**src/rtl/bus_control_logic.sv**
```systemverilog
// CPU bus front end for the 8259A-style interrupt controller: pin sync, write commit, ICW sequencing.
// BUS_SYNC_EN selects SYNC_STAGES-deep pin synchronisers; otherwise one flop per pin feeds edge detection.
module bus_control_logic #(
  parameter int SYNC_STAGES = 2
) (
  input  logic       clock,
  input  logic       reset,
  input  logic       chip_select_n,
  input  logic       read_enable_n,
  input  logic       write_enable_n,
  input  logic       address,
  input  logic [7:0] data_bus_in,
  output logic [7:0] internal_data_bus,
  output logic       write_initial_command_word_1,
  output logic       write_initial_command_word_2,
  output logic       write_initial_command_word_3,
  output logic       write_initial_command_word_4,
  output logic       write_initial_command_word_2_4,
  output logic       write_operation_control_word_1,
  output logic       write_operation_control_word_2,
  output logic       write_operation_control_word_3,
  output logic       read,
  output logic       initialization_busy,
  output logic [1:0] debug_state
);

  typedef enum logic [1:0] {
    READY     = 2'd0,
    WAIT_ICW2 = 2'd1,
    WAIT_ICW3 = 2'd2,
    WAIT_ICW4 = 2'd3
  } seq_state_e;

  if (SYNC_STAGES < 2 || SYNC_STAGES > 3) begin : g_bad_stages
    $error("SYNC_STAGES must be 2 or 3");
  end

  logic cs_s, we_s, a_s;
  logic rd_cs, rd_re, rd_we;

`ifdef BUS_SYNC_EN
  logic [SYNC_STAGES-1:0] cs_sync_q, we_sync_q, re_sync_q, a_sync_q;

  always_ff @(posedge clock or posedge reset) begin
    if (reset) begin
      cs_sync_q <= '1;
      we_sync_q <= '1;
      re_sync_q <= '1;
      a_sync_q  <= '1;
    end else begin
      cs_sync_q <= {cs_sync_q[SYNC_STAGES-2:0], chip_select_n};
      we_sync_q <= {we_sync_q[SYNC_STAGES-2:0], write_enable_n};
      re_sync_q <= {re_sync_q[SYNC_STAGES-2:0], read_enable_n};
      a_sync_q  <= {a_sync_q[SYNC_STAGES-2:0], address};
    end
  end

  assign cs_s  = cs_sync_q[SYNC_STAGES-1];
  assign we_s  = we_sync_q[SYNC_STAGES-1];
  assign a_s   = a_sync_q[SYNC_STAGES-1];
  assign rd_cs = cs_s;
  assign rd_re = re_sync_q[SYNC_STAGES-1];
  assign rd_we = we_s;
`else
  logic cs_reg_q, we_reg_q, a_reg_q;

  always_ff @(posedge clock or posedge reset) begin
    if (reset) begin
      cs_reg_q <= 1'b1;
      we_reg_q <= 1'b1;
      a_reg_q  <= 1'b1;
    end else begin
      cs_reg_q <= chip_select_n;
      we_reg_q <= write_enable_n;
      a_reg_q  <= address;
    end
  end

  assign cs_s  = cs_reg_q;
  assign we_s  = we_reg_q;
  assign a_s   = a_reg_q;
  // Read path bypasses the edge-detect flop so its latency is one cycle.
  assign rd_cs = chip_select_n;
  assign rd_re = read_enable_n;
  assign rd_we = write_enable_n;
`endif

  seq_state_e state_q, state_d;
  logic       we_prev_q, sel_q, sel_d;
  logic       write_address_q;
  logic [7:0] data_q;
  logic       single_q, single_d, icw4_q, icw4_d;
  logic [6:0] strobe_q, strobe_d;  // [0]=ICW1 .. [3]=ICW4, [4]=OCW1 .. [6]=OCW3
  logic       read_q;
  logic       wr_active, we_rise, commit;

  assign wr_active = ~we_s & ~cs_s;
  assign we_rise   = ~we_prev_q & we_s;
  assign commit    = we_rise & sel_q;

  always_comb begin
    state_d  = state_q;
    single_d = single_q;
    icw4_d   = icw4_q;
    strobe_d = '0;
    sel_d    = sel_q;
    if (wr_active) sel_d = 1'b1;
    else if (we_rise) sel_d = 1'b0;
    if (commit) begin
      if (!write_address_q && data_q[4]) begin
        strobe_d[0] = 1'b1;
        single_d    = data_q[1];
        icw4_d      = data_q[0];
        state_d     = WAIT_ICW2;
      end else if (write_address_q) begin
        unique case (state_q)
          WAIT_ICW2: begin
            strobe_d[1] = 1'b1;
            if (!single_q)   state_d = WAIT_ICW3;
            else if (icw4_q) state_d = WAIT_ICW4;
            else             state_d = READY;
          end
          WAIT_ICW3: begin
            strobe_d[2] = 1'b1;
            state_d     = icw4_q ? WAIT_ICW4 : READY;
          end
          WAIT_ICW4: begin
            strobe_d[3] = 1'b1;
            state_d     = READY;
          end
          default: strobe_d[4] = 1'b1;
        endcase
      end else if (state_q == READY) begin
        if (data_q[3]) strobe_d[6] = 1'b1;
        else           strobe_d[5] = 1'b1;
      end
    end
  end

  always_ff @(posedge clock or posedge reset) begin
    if (reset) begin
      state_q         <= READY;
      we_prev_q       <= 1'b1;
      sel_q           <= 1'b0;
      write_address_q <= 1'b0;
      data_q          <= 8'h00;
      single_q        <= 1'b1;
      icw4_q          <= 1'b0;
      strobe_q        <= '0;
      read_q          <= 1'b0;
    end else begin
      state_q   <= state_d;
      we_prev_q <= we_s;
      sel_q     <= sel_d;
      single_q  <= single_d;
      icw4_q    <= icw4_d;
      strobe_q  <= strobe_d;
      read_q    <= ~rd_re & ~rd_cs & rd_we;
      if (wr_active) begin
        data_q          <= data_bus_in;
        write_address_q <= a_s;
      end
    end
  end

  assign internal_data_bus              = data_q;
  assign write_initial_command_word_1   = strobe_q[0];
  assign write_initial_command_word_2   = strobe_q[1];
  assign write_initial_command_word_3   = strobe_q[2];
  assign write_initial_command_word_4   = strobe_q[3];
  assign write_initial_command_word_2_4 = strobe_q[1] | strobe_q[2] | strobe_q[3];
  assign write_operation_control_word_1 = strobe_q[4];
  assign write_operation_control_word_2 = strobe_q[5];
  assign write_operation_control_word_3 = strobe_q[6];
  assign read                           = read_q;
  assign initialization_busy            = (state_q != READY);
  assign debug_state                    = state_q;

endmodule

```
**config.mk**
```make
export PLATFORM = sky130hd
export DESIGN_NAME = bus_control_logic
export DESIGN_NICKNAME = d
export VERILOG_FILES = /design/src/rtl/bus_control_logic.sv
export SDC_FILE = /design/constraint.sdc
export NUM_CORES = 1
export LEC_CHECK = 0
export ABC_CLOCK_PERIOD_IN_PS = 3500
export CAP_MARGIN = 20
export CORE_MARGIN = 3
export CORE_UTILIZATION = 60
export CTS_CLUSTER_SIZE = 25
export DETAILED_ROUTE_END_ITERATION = 12
export DONT_BUFFER_PORTS = 1
export GPL_ROUTABILITY_DRIVEN = 0
export PLACE_DENSITY = 0.76
export SYNTH_ARGS = -nofsm -noshare
export SYNTH_HDL_FRONTEND = slang
export SYNTH_SLANG_ARGS = --single-unit
```
**constraint.sdc**
```tcl
create_clock -name clock -period 3.5 [get_ports clock]
set_clock_uncertainty 0.05 [all_clocks]
set_input_delay 0.35 -clock clock [delete_from_list [all_inputs] [get_ports clock]]
set_output_delay 0.35 -clock clock [all_outputs]
set_load 0.03 [all_outputs]
```
==> flow_metrics.tcl <==
set metrics [dict create \
    reg2regPathDepth 3 \
    dieWidth_um 46.7 \
    grt_pass1_vias 579 \
    critPathRequiredTime_ns 3.10 \
    synth.net_count 86 \
    fmaxAchievable_mhz 552 \
    max_slew.worst_pin.slew_ns 0.902 \
    clkSinkCount 26 \
    holdPathStages 1 \
    switching_power_uw 248 \
    grt_max_degree 27 \
    swShare_pct 35.3 \
    timing.rr.end "icw4_q" \
    startpoint_type "register" \
    critPathKind "register to primary output" \
    p_comb_share_pct 17.2 \
    viasPerCell 5.89 \
    rsz0062_at_grt "no" \
    routed.top_layer "met4" \
    peakVddDrop_mv 0.452 \
    synth_cells 72 \
    max_slew_margin_pct 39.8 \
    synth.distinct_cells 25 \
    clk_latency_ns 0.31 \
    area_growth_pct 6.55 \
    drtPass1Iterations 2 \
    initial_utilization_pct 65.2 \
    die-area_um2 2180 \
    synth_seq_cells 26 \
    crit_buf_inv 1 \
    crit_chain "nor2_1, inv_1" \
    nFillCells 103 \
    met3_length_um 131 \
    setup_viol 0 \
    p_leak_nw 0.477 \
    r2r_setup_slack_ns 1.96 \
    drcViolationCount 0 \
    finalCritPeriodShare_pct 51.7 \
    drtIter0Drc 1 \
    critPathArrivalTime_ns 1.41 \
    crit_path_max_fanout 10 \
    pwr-share-clk_pct 17.6 \
    finalMaxSlewViolations 0 \
    critPathTopFamily "flip-flops" \
    wl_met2_um 621 \
    maxCapViolCount 0 \
    fin_nets 93 \
    final_antenna_net_count 0 \
    dieHeight_um 46.7 \
    h-tree-depth 1 \
    grt_overflow 0 \
    clkTransAtPathRegs_ns 0.13 \
    totalWireLength_mm 1.41 \
    layout_min_cycle_time_ns 1.81 \
    end_kind "primary output" \
    setup_tns_ns 0 \
    syn_avg_cell_area_um2 13.8 \
    status "finished, final reports clean" \
    slowest_delay_ns 0.68 \
    grt_antenna_before_repair 0 \
    holdPathEnd "read" \
    pin_count 34 \
    holdCritPathClass "input port to register" \
    p_per_area_nw_per_um2 664 \
    cts_tree "built" \
    syn-cell-area_um2 993 \
    rows 14 \
    grt_pass1_wl_mm 2.44 \
    min-delay-start "chip_select_n" \
    seq_power_share_pct 65.2 \
    ys_seq_area_share_pct 66.1 \
    synth_top_area_share_pct 52.9 \
    ys_warn_count 0 \
    drive_above_1_share_pct 26.9 \
    hold_viol_final 0 \
    m1WireLength_um 639 \
    yosysTopAreaCell "dfrtp_1" \
    ys_top_cells_by_area "dfrtp_1 (53%), dfstp_2 (13%), mux2_2 (9.1%)" \
    holdWs_ns 0.0471 \
    max-clock-path-buffers 2 \
    p_int_uw 455 \
    numCtsBuffers 3 \
    grt_usage_pct 16.1 \
    antenna_cells 0 \
    critical-path-slowest-cell "dfrtp_1" \
    root_buffer "clkbuf_4" \
    post_drt_wl_per_cell_um 15.0 \
    r2r-start "we_reg_q" \
    vias 554 \
    core_um2 1520 \
    dp_hpwl_mm 1.02 \
    portBuffers 0 \
]
## kinds of logic after synthesis
group                  count (synthesis)  share of synthesized area [%]
multiplexers                          10                           12.1
flip-flops                            26                           66.1
AND/OR/NAND/NOR                       22                           13.2
AO/OA/AOI/OAI                          9                           5.92
buffers and inverters                  5                           2.64
## power groups by stage
stage,Clock [mW],Combinational (mW),Sequential (mW)
final,0.123,0.121,0.458
after global placement,0,0.116,0.463
after floorplan,0,0.109,0.448
after detailed placement,0,0.120,0.464
after global routing,0.136,0.139,0.470
after CTS,0.125,0.123,0.458
## synthesized netlist by cell type, drive strengths merged
cell	n
nor2	3
inv	4
a21o	1
nor3	2
dfrtp	21
nor2b	2
or2	1
a21oi	2
buf	1
and3	1
dfstp	5
and2	1
and3b	2
o21ai	3
nand2	5
mux2	10
and2b	1
or3	1
a32o	1
a21boi	1
nor3b	3
a221oi	1
## timing repair
item	4_1_cts	5_1_grt
endpoints found under the hold margin	3	0
gates resized for setup	0	0
hold buffers	3	0
buffers inserted	0	0
## final cells by class
class / instances / area, µm² / share of cell area [%]
clock buffers: 4 / 26.3 / 2.48
repair buffers: 3 / 30.0 / 2.84
flip-flops and latches: 26 / 657 / 62.1
well taps: 16 / 20.0 / 1.89
inverters: 4 / 15.0 / 1.42
multi-input cells: 41 / 310 / 29.3
## per-stage QoR
step / power (mW) / setup WS (ns) / util (%) / cell area, µm² / cells
CTS: 0.706 / 1.69 / 69.5 / 1060 / 94
floorplan: 0.557 / 2.03 / - / 993 / 72
detailed placement: 0.585 / 1.96 / 65.8 / 1000 / 87
finish: 0.703 / 1.69 / 69.5 / 1060 / 94
global route: 0.745 / 1.60 / 69.5 / 1060 / 94
global placement: 0.579 / 1.99 / 65.8 / 1000 / 87
## cells in the final DEF, fill, tap and decap left out, drive strengths merged
cell type,count
and3,1
or3,1
dfrtp,21
inv,4
a21oi,2
mux2,10
a21o,1
a21boi,1
nand2,5
clkbuf,4
and3b,2
dfstp,5
o21ai,3
nor3,2
nor3b,3
a32o,1
a221oi,1
and2b,1
or2,1
nor2,3
and2,1
dlygate4sd3,3
nor2b,2
## registers in the layout (all words and copies together), names as in the netlist
register and flops:
internal_data_bus 8, strobe_q 7, debug_state 2, a_reg_q 1, cs_reg_q 1, icw4_q 1, read 1, sel_q 1
single_q 1, we_prev_q 1, we_reg_q 1, write_address_q 1
## worst reg2reg max path, delay by kind of cell (launching register included)
kind / cells / cell delay, ns
muxes: 1 / 0.30
and+or+nand+nor: 2 / 0.54
DFF: 1 / 0.57
## layer usage
| layer | global-route usage [%] | up-vias |
|---|---|---|
| met4 | 6.63 | 0 |
| li1 | - | 257 |
| met3 | 6.25 | 2 |
| met2 | 20.9 | 25 |
| met1 | 23.8 | 270 |
| met5 | 0 | - |
## worst max path at each step
| stage | slack (ns) | cells past startpoint | startpoint | endpoint |
|---|---|---|---|---|
| 3_3_place_gp | 1.99 | 3 | we_reg_q | icw4_q |
| 2_1_floorplan | 2.03 | 4 | we_reg_q | icw4_q |
| 4_1_cts | 1.69 | 2 | debug_state[1] | initialization_busy |
| 5_1_grt | 1.60 | 2 | debug_state[1] | initialization_busy |
| 3_5_place_dp | 1.96 | 3 | we_reg_q | icw4_q |
| 6_report | 1.69 | 2 | debug_state[1] | initialization_busy |
No activity file was read; power rests on OpenSTA's default activity.
